## src/rtl/sync_fifo_wm.sv

```systemverilog
// rtl/sync_fifo_wm.sv - single-clock show-ahead FIFO with watermarks, flush and sticky error flags.
// Optional SYNC_FIFO_WM_FALL_THROUGH_EN: while empty, data_o follows data_i and push+pop passes through.
module sync_fifo_wm #(
  parameter int DATA_WIDTH       = 32,
  parameter int BUFFER_DEPTH     = 8,
  parameter int ALMOST_FULL_THR  = 6,
  parameter int ALMOST_EMPTY_THR = 1,
  localparam int LOG_BUFFER_DEPTH = (BUFFER_DEPTH > 1) ? $clog2(BUFFER_DEPTH) : 1
) (
  input  logic                      clk_i,
  input  logic                      rst_i,
  input  logic                      flush_i,
  input  logic                      push_i,
  input  logic [DATA_WIDTH-1:0]     data_i,
  output logic                      full_o,
  output logic                      almost_full_o,
  input  logic                      pop_i,
  output logic [DATA_WIDTH-1:0]     data_o,
  output logic                      empty_o,
  output logic                      almost_empty_o,
  output logic [LOG_BUFFER_DEPTH:0] count_o,
  output logic                      overflow_o,
  output logic                      underflow_o
);

  localparam int CW = LOG_BUFFER_DEPTH + 1;
  localparam logic [CW-1:0] DEPTH_C = CW'(BUFFER_DEPTH);
  localparam logic [CW-1:0] AF_C    = CW'(ALMOST_FULL_THR);
  localparam logic [CW-1:0] AE_C    = CW'(ALMOST_EMPTY_THR);
  localparam logic [LOG_BUFFER_DEPTH-1:0] LAST_C = LOG_BUFFER_DEPTH'(BUFFER_DEPTH - 1);

  logic [DATA_WIDTH-1:0]       r_mem [BUFFER_DEPTH];
  logic [LOG_BUFFER_DEPTH-1:0] r_wr_ptr;
  logic [LOG_BUFFER_DEPTH-1:0] r_rd_ptr;
  logic [CW-1:0]               r_count;
  logic                        r_overflow;
  logic                        r_underflow;

  logic w_full;
  logic w_empty;
  logic w_pass;
  logic w_push_acc;
  logic w_pop_acc;

  function automatic logic [LOG_BUFFER_DEPTH-1:0] ptr_next(input logic [LOG_BUFFER_DEPTH-1:0] p);
    return (p == LAST_C) ? '0 : p + LOG_BUFFER_DEPTH'(1);
  endfunction

  assign w_full  = (r_count == DEPTH_C);
  assign w_empty = (r_count == '0);

`ifdef SYNC_FIFO_WM_FALL_THROUGH_EN
  // The word bypasses storage entirely, so pointers and count stay put.
  assign w_pass = push_i & pop_i & w_empty;
`else
  assign w_pass = 1'b0;
`endif

  assign w_push_acc = push_i & ~w_full & ~w_pass & ~flush_i;
  assign w_pop_acc  = pop_i & ~w_empty & ~flush_i;

  always_ff @(posedge clk_i) begin
    if (w_push_acc) begin
      r_mem[r_wr_ptr] <= data_i;
    end
  end

  always_ff @(posedge clk_i or posedge rst_i) begin
    if (rst_i) begin
      r_wr_ptr    <= '0;
      r_rd_ptr    <= '0;
      r_count     <= '0;
      r_overflow  <= 1'b0;
      r_underflow <= 1'b0;
    end else if (flush_i) begin
      r_wr_ptr    <= '0;
      r_rd_ptr    <= '0;
      r_count     <= '0;
      r_overflow  <= 1'b0;
      r_underflow <= 1'b0;
    end else begin
      if (w_push_acc) begin
        r_wr_ptr <= ptr_next(r_wr_ptr);
      end
      if (w_pop_acc) begin
        r_rd_ptr <= ptr_next(r_rd_ptr);
      end
      if (w_push_acc && !w_pop_acc) begin
        r_count <= r_count + CW'(1);
      end else if (!w_push_acc && w_pop_acc) begin
        r_count <= r_count - CW'(1);
      end
      if (push_i && w_full) begin
        r_overflow <= 1'b1;
      end
      if (pop_i && w_empty && !w_pass) begin
        r_underflow <= 1'b1;
      end
    end
  end

  assign full_o         = w_full;
  assign empty_o        = w_empty;
  assign almost_full_o  = (r_count >= AF_C);
  assign almost_empty_o = (r_count <= AE_C);
  assign count_o        = r_count;
  assign overflow_o     = r_overflow;
  assign underflow_o    = r_underflow;

`ifdef SYNC_FIFO_WM_FALL_THROUGH_EN
  assign data_o = w_empty ? data_i : r_mem[r_rd_ptr];
`else
  assign data_o = r_mem[r_rd_ptr];
`endif

endmodule

```

## config.mk

```make
export PLATFORM = sky130hd
export DESIGN_NAME = sync_fifo_wm
export DESIGN_NICKNAME = d
export VERILOG_FILES = /design/src/rtl/sync_fifo_wm.sv
export SDC_FILE = /design/constraint.sdc
export NUM_CORES = 1
export LEC_CHECK = 0
export CAP_MARGIN = 25
export CORE_MARGIN = 3
export CORE_UTILIZATION = 58
export CTS_CLUSTER_DIAMETER = 120
export DETAILED_ROUTE_END_ITERATION = 6
export GPL_ROUTABILITY_DRIVEN = 1
export PLACE_DENSITY = 0.81
export SLEW_MARGIN = 20
export SYNTH_ARGS = -nofsm -noshare
export SYNTH_HDL_FRONTEND = slang
export SYNTH_SLANG_ARGS = --single-unit
```

## constraint.sdc

```tcl
create_clock -name clk_i -period 4.8 [get_ports clk_i]
set_input_delay 0.48 -clock clk_i [delete_from_list [all_inputs] [get_ports clk_i]]
set_output_delay 0.48 -clock clk_i [all_outputs]
set_load 0.005 [all_outputs]
```

## After elaboration in Yosys (flattened, before gate mapping)

Memories as Yosys holds them, arrays and structs flattened.
Cells that the tools add are included.

| storage, ports and cells | value |
|---|---|
| flip-flop bits (word level) | 12 |
| bits in writable memories | 256 |
| output and inout port bits | 42 |
| word-level logic and storage cells | 49 |
| memories kept | 1 |

Memories:

| name | depth | width | rd ports | clocked after memory_dff | wr ports | RTL line | source |
|---|---|---|---|---|---|---|---|
| r_mem | 8 | 32 | 1 | 0 | 1 | 32 | `logic [DATA_WIDTH-1:0] r_mem [BUFFER_DEPTH];` |

| cells by class | value |
|---|---|
| $add $sub $neg | 4 |
| order comparisons | 2 |
| equal/unequal tests | 3 |
| mux-type cells | 15 |
| bitwise operators | 7 |
| reduce and logical (&&, ||, !) cells | 12 |

Operators with widths:

| cell | number |
|---|---|
| 3-bit two-way mux | 6 |
| 4-bit two-way mux | 3 |
| 2-bit nonzero test | 4 |
| 3-bit by 1-bit adder with 3-bit output, second input constant | 2 |
| 3-bit == test, second input constant | 2 |
| 1-bit two-way mux | 6 |
| 4-bit by 1-bit adder with 4-bit output, second input constant | 1 |
| 1-bit AND | 4 |
| 4-bit == test, second input constant | 1 |
| 4-bit by 3-bit greater-or-equal comparator with 1-bit output, second input constant | 1 |
| 4-bit by 1-bit <= comparator with 1-bit output, second input constant | 1 |
| 1-bit logical AND | 4 |
| 4-bit logical NOT | 1 |
| 4-bit by 1-bit subtractor with 4-bit output, second input constant | 1 |
| 1-bit inverter | 3 |
| 3-bit nonzero test | 1 |
| 1-bit logical NOT | 2 |

## Longest topological paths before layout

Gate-level depths: netlist (run 1).

| depth | value |
|---|---|
| depth in word-level cells | 9 |
| gate-level depth with buffers | 8 |

## Least setup slack after synthesis (run 1)

Ideal clock, no wire load.

| timing path | value |
|---|---|
| kind | register to register |
| from | register r_count[1], in the netlist count_o[1] |
| to | memory r_mem[0][0] (enable) |
| setup time | 0.461 ns |
| arrival | 3.795 ns |
| path slack | 0.544 ns |
| cell stages (with the launch flop) | 8 |
| buffers on the path | 1 |
| clock period less this slack | 4.256 ns |
| cells stage by stage | dfrtp_1 > clkbuf_1 > inv_1 > ha_1 > nand3b_2 > nand2_1 > or3_1 > nor3_1 |

| on the way | value |
|---|---|
| longest elaborated chain between the ends | 6 |

RTL lines:

| item | RTL line | source |
|---|---|---|
| start, declared | 35 | `logic [CW-1:0] r_count;` |
| start signal, assigned | 89 | `r_count <= r_count + CW'(1);` |
| start signal, assigned | 91 | `r_count <= r_count - CW'(1);` |
| 4-bit == test | 49 | `assign w_full = (r_count == DEPTH_C);` |
| 1-bit inverter | 59 | `assign w_push_acc = push_i & ~w_full & ~w_pass & ~flush_i;` |
| 1-bit AND (2 in a row) | 59 |  |
| 1-bit two-way mux | 63 | `if (w_push_acc) begin` |
| 1-bit two-way mux (implied by the code) | 64 | `r_mem[r_wr_ptr] <= data_i;` |
| end, declared | 32 |  |

No other way between the ends.

## Final worst setup path (run 1)

| timing path | value |
|---|---|
| from | register r_rd_ptr[0] |
| to | output port data_o[25] |

| on the way | value |
|---|---|
| longest elaborated chain between the ends | 1 |

RTL lines:

| item | RTL line | source |
|---|---|---|
| start, declared | 34 | `logic [LOG_BUFFER_DEPTH-1:0] r_rd_ptr;` |
| start signal, assigned | 86 | `r_rd_ptr <= ptr_next(r_rd_ptr);` |
| memory 8 x 32 bit | -- |  |
| end, declared | 18 | `output logic [DATA_WIDTH-1:0] data_o,` |

No other way between the ends.

==> key figures, run 1 <==
Clock tree
  • Postcts setup bufs: 0
  • CTS H-tree lvls: 1
  • Worst-path clk slew: around 0.060 ns
  • Longest Clk Path Bufs: 3
  • Clock root cell: clkbuf_16
  • Cts-stage hold buffer count: 0
  • Clk_lat worst skew: 0.51 ns
  • CTS tree: built
  • Clock sinks: 268
  • Clock buffer count from CTS: 26
  • CTS resizes: 0

Global route
  • Global route overflow: 0
  • First-pass GRT wire length: 31.35 mm
  • Vias in the first global route: 5370
  • Largest net degree at the start of global routing: 51
  • All-layer global routing usage: 0.2093
  • Antenna violations before repair: 1

Run
  • Max Cap Viol: 0

Power
  • Peak VDD IR: 343.9 uV
  • Pwr dens: 464.6 nW/um2
  • Internal: 4.519 mW
  • Clock share of power: 0.348
  • Total power: 5.827 mW
  • Combinational share of power: 0.183
  • Sw Ratio: 0.2245
  • P_leak: approximately 4 nW
  • Net Sw Power: 1.308 mW
  • Share of power burned in registers: 0.469

Detailed routing
  • ANT nets after route: 0
  • Router iterations before antenna repair: 4
  • Vias per cell: 6.092
  • WL/cell: 24.75 um
  • DR vias: slightly below 5000
  • DRT iter0 DRCs: 410
  • Final wirelength: ~20 mm
  • Post-route DRC violation count: 0

Floorplanning
  • Die ar.: 19730 um2
  • Initial Util: 0.6002
  • Die width: 140.5 um
  • Io pins: between 70 and 80
  • Die Ht: 140.5 um
  • Core Rows: 48
  • Core area: 17480 um2

Critical path
  • Critical Path RT: 4.32 ns
  • Worst Setup End Kind: output port
  • Worst setup SP type: register
  • Data arrival, critical path: 3.15 ns
  • Reg-to-reg startpoint: count_o[1]
  • CP Max Fanout: 37
  • FF-to-FF End: r_mem[4][26]
  • Kind of critical path: reg -> out
  • Reg2reg path depth: 7
  • Flop2flop setup slack: 1.62 ns

Layout
  • Area growth, synth to finish: 19.58%
  • # fillers: 972
  • Final core occ: 0.7176
  • Nets: 612
  • Layout cell share with drive strength beyond 1: 0.2632
  • Design Area, Final: 12540 um2

STA
  • Worst slew pin tran: 1.027 ns
  • Max Fclk: 0.2752 GHz
  • Final setup violation count: 0
  • Fin crit period: 3.633 ns
  • Final period util: 0.7569
  • Setup tns final: 0 ns
  • Relative slew margins: 0.3152
  • Final hold slack: 0.2754 ns
  • Max-slew violations: 0
  • RSZ-0062 raised after global routing: false
  • Clock Skews: 0.01094 ns
  • Final hold violations: 0

Placement
  • Dpl hpwl: 11.44 mm
  • Dpl cell area: between 10000 and 15000 um2
  • RD Place Congestion: 0.8319
  • Port Buffers: between 70 and 80

Yosys
  • Count leader, synth: edfxtp_1
  • Post-Syn Area: 10490 um2
  • Asr flop ratio synth: 0.04478
  • Flip-flop and latch count after synthesis: 268
  • Top post-synthesis cells by count: edfxtp_1 (256), mux4_2 (59), mux2_2 (32)
  • Synth Flop Type: edfxtp_1
  • Post-synth net total: 517
  • YS warnings: 0
  • Post-Synthesis Cells: 471
  • Syn Area/Cell: between 20 and 25 um2
  • Post-synth EDFFs: between 200 and 300
  • Synth area leader: edfxtp_1
  • Synth cell types: 36
  • Yosys top cell area share: 0.7329
  • Post-synthesis sequential area ratio: 0.7615
  • Top cells by area, synth: edfxtp_1 (73%), mux4_2 (13%), mux2_2 (3.4%)

Min path
  • Hold Crit Class: in -> async

Outcome
  • Status: completed
[kinds of logic (layout without fill, tap and decap cells)]
logic type,count (synthesis),in the layout,synth area share
flip-flops,268,268,0.7615
multiplexers,101,101,0.1785
AND/OR/NAND/NOR,47,47,0.02314
buffers and inverters,27,141,0.01455
AO/OA/AOI/OAI,19,19,0.01157
adder cells (fa/ha/maj),9,9,0.01074
other,0,1,0
[through the flow]
| step | instances | setup WS, ns |
|---|---|---|
| floorplan | 471 | 0.5441 |
| global placement | 759 | 1.548 |
| finish | 811 | 1.167 |
| global route | 811 | 0.9934 |
| CTS | 810 | 1.093 |
| detailed placement | 763 | 1.461 |
[critical path, stage by stage, from the launching register on]
cell and delay [ns]:
dfrtp_4 0.83, buf_12 0.35, mux4_1 0.65, mux2_2 0.29
clkdlybuf4s50_1 0.45
[layout make-up]
type | count | area [um2] | area share
clock inverter | 15 | 175.2 | 0.01397
tap | 225 | 281.5 | 0.02245
antenna | 1 | 2.502 | 0.0001995
sequential | 268 | 7994 | 0.6374
inverter | 4 | 15.01 | 0.001197
multi-input combinational | 176 | 2404 | 0.1916
timing repair buffer | 90 | 975.9 | 0.07781
clock buffer | 32 | 694.4 | 0.05537
[worst max-delay path by stage]
stage | cells past startpoint | from | slack (ns) | to
4_1_cts | 4 | r_rd_ptr[0] | 1.09 | data_o[25]
6_report | 4 | r_rd_ptr[0] | 1.17 | data_o[25]
3_3_place_gp | 5 | push_i | 1.55 | r_mem[4][15]
3_5_place_dp | 5 | push_i | 1.46 | r_mem[4][20]
5_1_grt | 4 | r_rd_ptr[0] | 0.99 | data_o[25]
2_1_floorplan | 7 | count_o[1] | 0.54 | r_mem[0][0]
[power by group through the flow]
| stage | registers, mW | clock network, mW | logic [mW] |
|---|---|---|---|
| after floorplan | 2.70 | 0 | 0.722 |
| after detailed placement | 2.78 | 0 | 1.07 |
| after global routing | 2.75 | 2.14 | 1.15 |
| after CTS | 2.74 | 2.06 | 1.08 |
| after global placement | 2.78 | 0 | 1.04 |
| final | 2.73 | 2.03 | 1.07 |
[layer usage]
layer  share of wire  up-vias  GRT usage
met2            0.52      187     0.3579
li1                -     2155          -
met1            0.41     2562     0.2843
met5               0        -          0
met3           0.046       37    0.03448
met4           0.024        0    0.05813
[registers in the layout (all words and copies together), names as in the netlist]
name and cells:
r_mem 256, count_o 4, r_rd_ptr 3, r_wr_ptr 3, overflow_o 1, underflow_o 1
[cells in the final DEF (no fill, tap or decap), types with 5 or more instances in the layout]
cell / count
clkinv_1: 5
dfrtp_1: 9
nor2_1: 9
mux2_2: 32
edfxtp_1: 256
nor2_4: 6
mux4_1: 5
a21oi_1: 7
buf_4: 6
ha_1: 9
clkbuf_16: 27
mux4_2: 59
nand2b_1: 6
clkbuf_1: 5
nand2_1: 9
clkdlybuf4s50_1: 78
Note: power is estimated with default switching activity, not from simulation.
==> run 2, diff against run 1 <==
- CORE_UTILIZATION: 58 -> 52
- PLACE_DENSITY: 0.81 -> 0.77
- clock period: 4.8 -> 3.15 ns (I/O delays scaled with it)
==> run 2 against run 1 <==
  * Core utilization decreased by 7.3 points
  * Worst hold slack got worse by 0.16 ns
  * Critical path depth unchanged
  * Wire length decreased by 2.1%
  * Cell count increased by 7.8%
  * Via count increased by 1.2%
  * Critical path type unchanged
==> key figures, run 2 (synthesis gave the netlist of run 1 again) <==
Outcome
  • Status: completed

Critical path
  • Critical Path RT: 2.83 ns (-1.49 ns)
  • Reg2reg path depth: 7 (unchanged)
  • Kind of critical path: reg -> out
  • Worst Setup End Kind: output port
  • Slowest stage delay, CP: 0.80 ns (-0.03 ns)
  • Worst setup SP type: register
  • CP Cell Sequence: buf_12 -> mux4_2 -> mux2_2 -> clkdlybuf4s50_1
  • Data arrival, critical path: 2.71 ns (-0.44 ns)
  • Crit-path leading delay family: flip-flops
  • Crit path buf inv count: 2 (unchanged)
  • Slowest CP cell: dfrtp_2
  • CP Max Fanout: 28 (-24%)
  • Cell depth of the worst setup path: 4 (unchanged)

Clock tree
  • CTS H-tree lvls: 1 (unchanged)
  • CTS tree: built
  • Clk_lat worst skew: 0.52 ns (about the same)
  • Longest Clk Path Bufs: 3 (unchanged)
  • Clock buffer count from CTS: 26 (unchanged)
  • Clock root cell: clkbuf_16
  • Clock sinks: 268 (unchanged)
  • Worst-path clk slew: 0.06 ns (about the same)
  • CTS resizes: 0 (unchanged)
  • Cts-stage hold buffer count: 0 (unchanged)

Layout
  • Largest register FFs: 256 (unchanged)
  • Most frequent cells in the layout: edfxtp_1 (256), clkdlybuf4s50_1 (78), mux4_2 (59)
  • Area growth, synth to finish: 20.85%
  • Reg with most FFs: r_mem
  • Nets: 637 (+4.1%)
  • Design Area, Final: 12680 um2 (+1.1%)
  • Layout cell share with drive strength beyond 1: 0.2874 (+0.02411)
  • Commonest non-fill, non-tap cell in the layout: edfxtp_1
  • # diodes: 0 (-1)
  • Non-Filler Instances: 874 (+7.8%)

STA
  • Final setup violation count: 0 (unchanged)
  • Relative slew margins: 0.4467 (+0.1315)
  • Worst slew pin tran: 0.8299 ns (-0.1972 ns)
  • Fin crit period: 3.026 ns
  • Final hold violations: 0 (unchanged)
  • Max Fclk: 0.3305 GHz
  • Max-slew violations: 0 (unchanged)
  • RSZ-0062 raised after global routing: false
  • Clock Skews: 0.01390 ns (+0.002962 ns)
  • Final worst setup slack: 0.1239 ns (-1.043 ns)
  • Final period util: 0.9607

Detailed routing
  • WL/cell: 22.47 um (-9.2%)
  • Router iterations before antenna repair: 4 (unchanged)
  • ANT nets after route: 0 (unchanged)
  • DR vias: 4999 (+1.2%)
  • Post-route DRC violation count: 0 (unchanged)
  • Vias per cell: 5.720 (-6.1%)
  • Final wirelength: 19.64 mm (-2.1%)
  • DRT iter0 DRCs: 328 (-20%)

Floorplanning
  • Die ar.: 21910 um2 (+11%)
  • Die Ht: 148.0 um (+5.4%)
  • Io pins: 79 (unchanged)
  • Core Rows: 51 (+6.3%)
  • Initial Util: 0.5337 (-0.06648)
  • Core area: 19650 um2 (+12%)
  • Die width: 148.0 um (+5.4%)

Power
  • Clock share of power: 0.325 (-0.023)
  • Sw Ratio: 0.2275 (+0.002995)
  • Internal: 6.745 mW (+49%)
  • Share of power burned in registers: 0.472 (+0.003)
  • P_leak: 4.076 nW (+1.7%)
  • Net Sw Power: 1.986 mW (+52%)
  • Peak VDD IR: 352.9 uV (+2.6%)
  • Combinational share of power: 0.203 (+0.020)
  • Pwr dens: 688.9 nW/um2 (+48%)

Run
  • Max Cap Viol: 0 (unchanged)

Global route
  • Largest net degree at the start of global routing: 29 (-43%)
  • Global route overflow: 0 (unchanged)
  • Vias in the first global route: 5293 (-1.4%)
  • Antenna violations before repair: 0 (-1)
  • First-pass GRT wire length: 30.78 mm (-1.8%)
  • All-layer global routing usage: 0.1844 (-0.02482)

Placement
  • Dpl cell area: 11790 um2 (+1.0%)
  • Port Buffers: 78 (unchanged)
  • RD Place Congestion: 0.7574 (-9.0%)
  • Placed insts: 816 (+6.9%)
  • Dpl hpwl: 11.56 mm (+1.1%)
  • Pre-CTS setup slack: 0.2977 ns (-1.164 ns)

Min path
  • Hold Crit Class: in -> async
## run 2: power groups by stage
| stage | clock network, mW | logic, mW | registers, mW |
|---|---|---|---|
| CTS | 2.91 | 1.71 | 4.14 |
| detailed placement | 0 | 1.62 | 4.26 |
| finish | 2.84 | 1.77 | 4.12 |
| floorplan | 0 | 1.10 | 4.12 |
| global route | 3.05 | 1.91 | 4.13 |
| global placement | 0 | 1.59 | 4.25 |
## run 2: worst paths after layout
kind	slack [ns]	endpoint	startpoint
setup / recovery	0.12	data_o[26]	r_rd_ptr[1]
hold / removal	0.12	count_o[3]	rst_i
setup reg to reg	0.49	r_mem[6][12]	count_o[1]
hold reg to reg	0.50	underflow_o	underflow_o
max in group asynchronous	2.68	r_rd_ptr[0]	rst_i
min in group clk_i	0.50	underflow_o	underflow_o
## run 2: worst register-to-register path: stages, from the launching register on
cell and delay (ns):
dfrtp_1 0.53, inv_1 0.14, ha_1 0.27, nand3b_2 0.18, nand2_1 0.16, or3_1 0.52, nor2_4 0.33, buf_12 0.23
## run 2: layer usage
| metal | share of wire | wire (um) | up-vias | GRT usage |
|---|---|---|---|---|
| met2 | 0.54 | 10550 | 138 | 0.3245 |
| met4 | 0.016 | 312 | 0 | 0.04758 |
| met1 | 0.40 | 7864 | 2623 | 0.2444 |
| met5 | 0 | 0 | - | 0 |
| li1 | - | - | 2210 | - |
| met3 | 0.046 | 913 | 28 | 0.02851 |
## run 2: timing repair
item	4_1_cts	5_1_grt
pin swaps	0	0
endpoints found under the setup margin	20	12
setup buffers	1	11
## run 2: area by class of cell
| class | count | area, um2 |
|---|---|---|
| flip-flops and latches | 268 | 7994 |
| inverters | 4 | 15.01 |
| well taps | 265 | 331.6 |
| clock buffers | 34 | 701.9 |
| fillers | 1324 | 6978 |
| clock inverters | 12 | 83.83 |
| multi-input cells | 176 | 2416 |
| repair buffers | 115 | 1134 |
## run 2: through the flow
stage	hold WS, ns	setup TNS [ns]	utilization	power [mW]
after floorplan	0.1797	-26.70	-	5.220
after global placement	0.4814	0	0.5998	5.836
after detailed placement	0.4946	0	0.5998	5.881
after CTS	0.1212	0	0.6408	8.762
after global routing	0.1544	0	0.6450	9.090
final	0.1160	0	0.6450	8.732
==> run 3, diff against run 2 <==
- REMOVE_ABC_BUFFERS: unset -> 1
==> run 3 against run 2 <==
  * Cell count decreased by 0.92%
  * Setup slack better by 0.0025 ns
  * Via count hardly changed
  * Largest cell class unchanged
==> key figures, run 3 (synthesis gave the netlist of run 1 again) <==
Power
  • P_leak: 4.032 nW (-1.1%)
  • Combinational share of power: 0.196 (-0.007)
  • Internal: 6.778 mW (+0.48%)
  • Net Sw Power: 2.010 mW (+1.2%)
  • Share of power burned in registers: 0.470 (-0.002)
  • Peak VDD IR: 492.4 uV (+40%)
  • Pwr dens: 697.3 nW/um2 (+1.2%)
  • Total power: 8.787 mW (+0.63%)
  • Sw Ratio: 0.2287 (+0.001203)
  • Clock share of power: 0.334 (+0.009)

Critical path
  • Kind of critical path: reg -> out
  • Critical Path RT: 2.83 ns (about the same)
  • Worst setup SP type: register
  • CP Max Fanout: 14 (-50%)
  • Data arrival, critical path: 2.71 ns (about the same)
  • Worst Setup End Kind: output port

Global route
  • Largest net degree at the start of global routing: 35 (+21%)
  • All-layer global routing usage: 0.1869 (+0.002504)
  • Global route overflow: 0 (unchanged)
  • First-pass GRT wire length: 31.33 mm (+1.8%)
  • Antenna violations before repair: 1 (+1)
  • Vias in the first global route: 5333 (+0.76%)

Run
  • Max Cap Viol: 0 (unchanged)

STA
  • Final setup violation count: 0 (unchanged)
  • Max-slew violations: 0 (unchanged)
  • RSZ-0062 raised after global routing: false
  • Fin crit period: 3.024 ns (-0.002466 ns)
  • Final hold violations: 0 (unchanged)
  • Relative slew margins: 0.3258 (-0.1209)
  • Worst slew pin tran: 1.011 ns (+0.1814 ns)
  • Final worst setup slack: 0.1263 ns (+0.002466 ns)
  • Final period util: 0.9599 (about the same)
  • Clock Skews: 0.01426 ns (+0.0003597 ns)
  • Max Fclk: 0.3307 GHz (about the same)

Placement
  • RD Place Congestion: 0.7837 (+3.5%)
  • Port Buffers: 78 (unchanged)
  • Pre-CTS setup slack: 0.4344 ns (+0.1367 ns)
  • Placed insts: 815 (-0.12%)
  • Dpl hpwl: 11.68 mm (+1.1%)

Layout
  • # fillers: 1336 (+0.91%)
  • Layout cell share with drive strength beyond 1: 0.2712 (-0.01614)
  • Multi-input logic area: 2404 um2 (-0.52%)
  • Sequential cell area: 7996 um2 (about the same)
  • # diodes: 0 (unchanged)
  • Non-Filler Instances: 866 (-0.92%)
  • Final core occ: 0.6412 (-0.003756)
  • Commonest non-fill, non-tap cell in the layout: edfxtp_1
  • Largest register FFs: 256 (unchanged)
  • Most frequent cells in the layout: edfxtp_1 (256), clkdlybuf4s50_1 (78), mux4_2 (59)
  • Nets: 626 (-1.7%)
  • Area growth, synth to finish: 20.15%
  • Reg with most FFs: r_mem

Outcome
  • Status: completed

Clock tree
  • Longest Clk Path Bufs: 3 (unchanged)
  • CTS tree: built
  • Worst-path clk slew: 0.06 ns (about the same)
  • Clk_lat worst skew: 0.52 ns (about the same)
  • Clock root cell: clkbuf_16
  • Cts-stage hold buffer count: 0 (unchanged)
  • Clock sinks: 268 (unchanged)
  • Clock buffer count from CTS: 27 (+3.8%)
  • CTS H-tree lvls: 1 (unchanged)

Detailed routing
  • Vias per cell: 5.771 (+0.90%)
  • DR vias: 4998 (-0.020%)
  • WL/cell: 23.05 um (+2.6%)
  • DRT iter0 DRCs: 295 (-10%)
  • Final wirelength: 19.96 mm (+1.6%)
  • Router iterations before antenna repair: 5 (+1)
  • ANT nets after route: 0 (unchanged)
  • Post-route DRC violation count: 0 (unchanged)

Floorplanning
  • Initial Util: 0.5337 (unchanged)
  • Die Ht: 148.0 um (unchanged)
  • Core area: 19650 um2 (unchanged)
  • Core Rows: 51 (unchanged)
  • Die ar.: 21910 um2 (unchanged)
  • Die width: 148.0 um (unchanged)
  • Io pins: 79 (unchanged)

Min path
  • Hold Crit Class: in -> async
## run 3: cell type report
type,instances,area share
Inverter,4,0.001191
Clock inverter,1,0.0006950
Timing Repair Buffer,103,0.08241
Multi-Input combinational cell,176,0.1907
Clock buffer,49,0.06414
Tap cell,265,0.02631
Sequential cell,268,0.6345
## run 3: power groups by stage
stage | Combinational [mW] | Sequential, mW | Clock (mW)
global placement | 1.65 | 4.23 | 0
floorplan | 0.899 | 4.29 | 0
finish | 1.72 | 4.13 | 2.93
CTS | 1.76 | 4.13 | 2.98
global route | 1.86 | 4.15 | 3.13
detailed placement | 1.69 | 4.23 | 0
## run 3: worst paths after layout
check	end	cells past startpoint	slack [ns]	startpoint
setup / recovery	data_o[20]	4	0.13	r_rd_ptr[0]
hold reg to reg	underflow_o	2	0.51	underflow_o
hold / removal	count_o[3]	2	0.13	rst_i
min in group clk_i	r_rd_ptr[1]	2	0.51	flush_i
max in group asynchronous	r_rd_ptr[1]	2	2.65	rst_i
setup reg to reg	r_mem[0][28]	7	0.39	count_o[1]
## run 3: stage by stage
stage | TNS, ns | cell area [um2] | hold WS [ns]
6_report | 0 | 12600 | 0.1283
3_3_place_gp | 0 | 11770 | 0.4927
5_1_grt | 0 | 12600 | 0.1611
4_1_cts | 0 | 12600 | 0.1250
2_1_floorplan | -84.21 | 10350 | 0.1797
3_5_place_dp | 0 | 11770 | 0.4955
## run 3: what timing repair did
action | in CTS | in global routing
gates resized for setup | 0 | 1
setup endpoints to repair | 22 | 3
cloned | 0 | 0
buffers inserted | 1 | 0
## run 3: per-layer routing
metal	global-route usage	vias to the layer above	wire length [um]
met3	0.03617	26	1375
met4	0.04342	2	255
li1	-	2179	-
met5	0	-	13
met2	0.3115	186	10040
met1	0.2617	2605	8276
## run 3: critical path: stages (launching register included)
cell	delay, ns
dfrtp_4	0.65
buf_4	0.27
mux4_2	0.52
mux2_2	0.28
clkdlybuf4s50_1	0.45
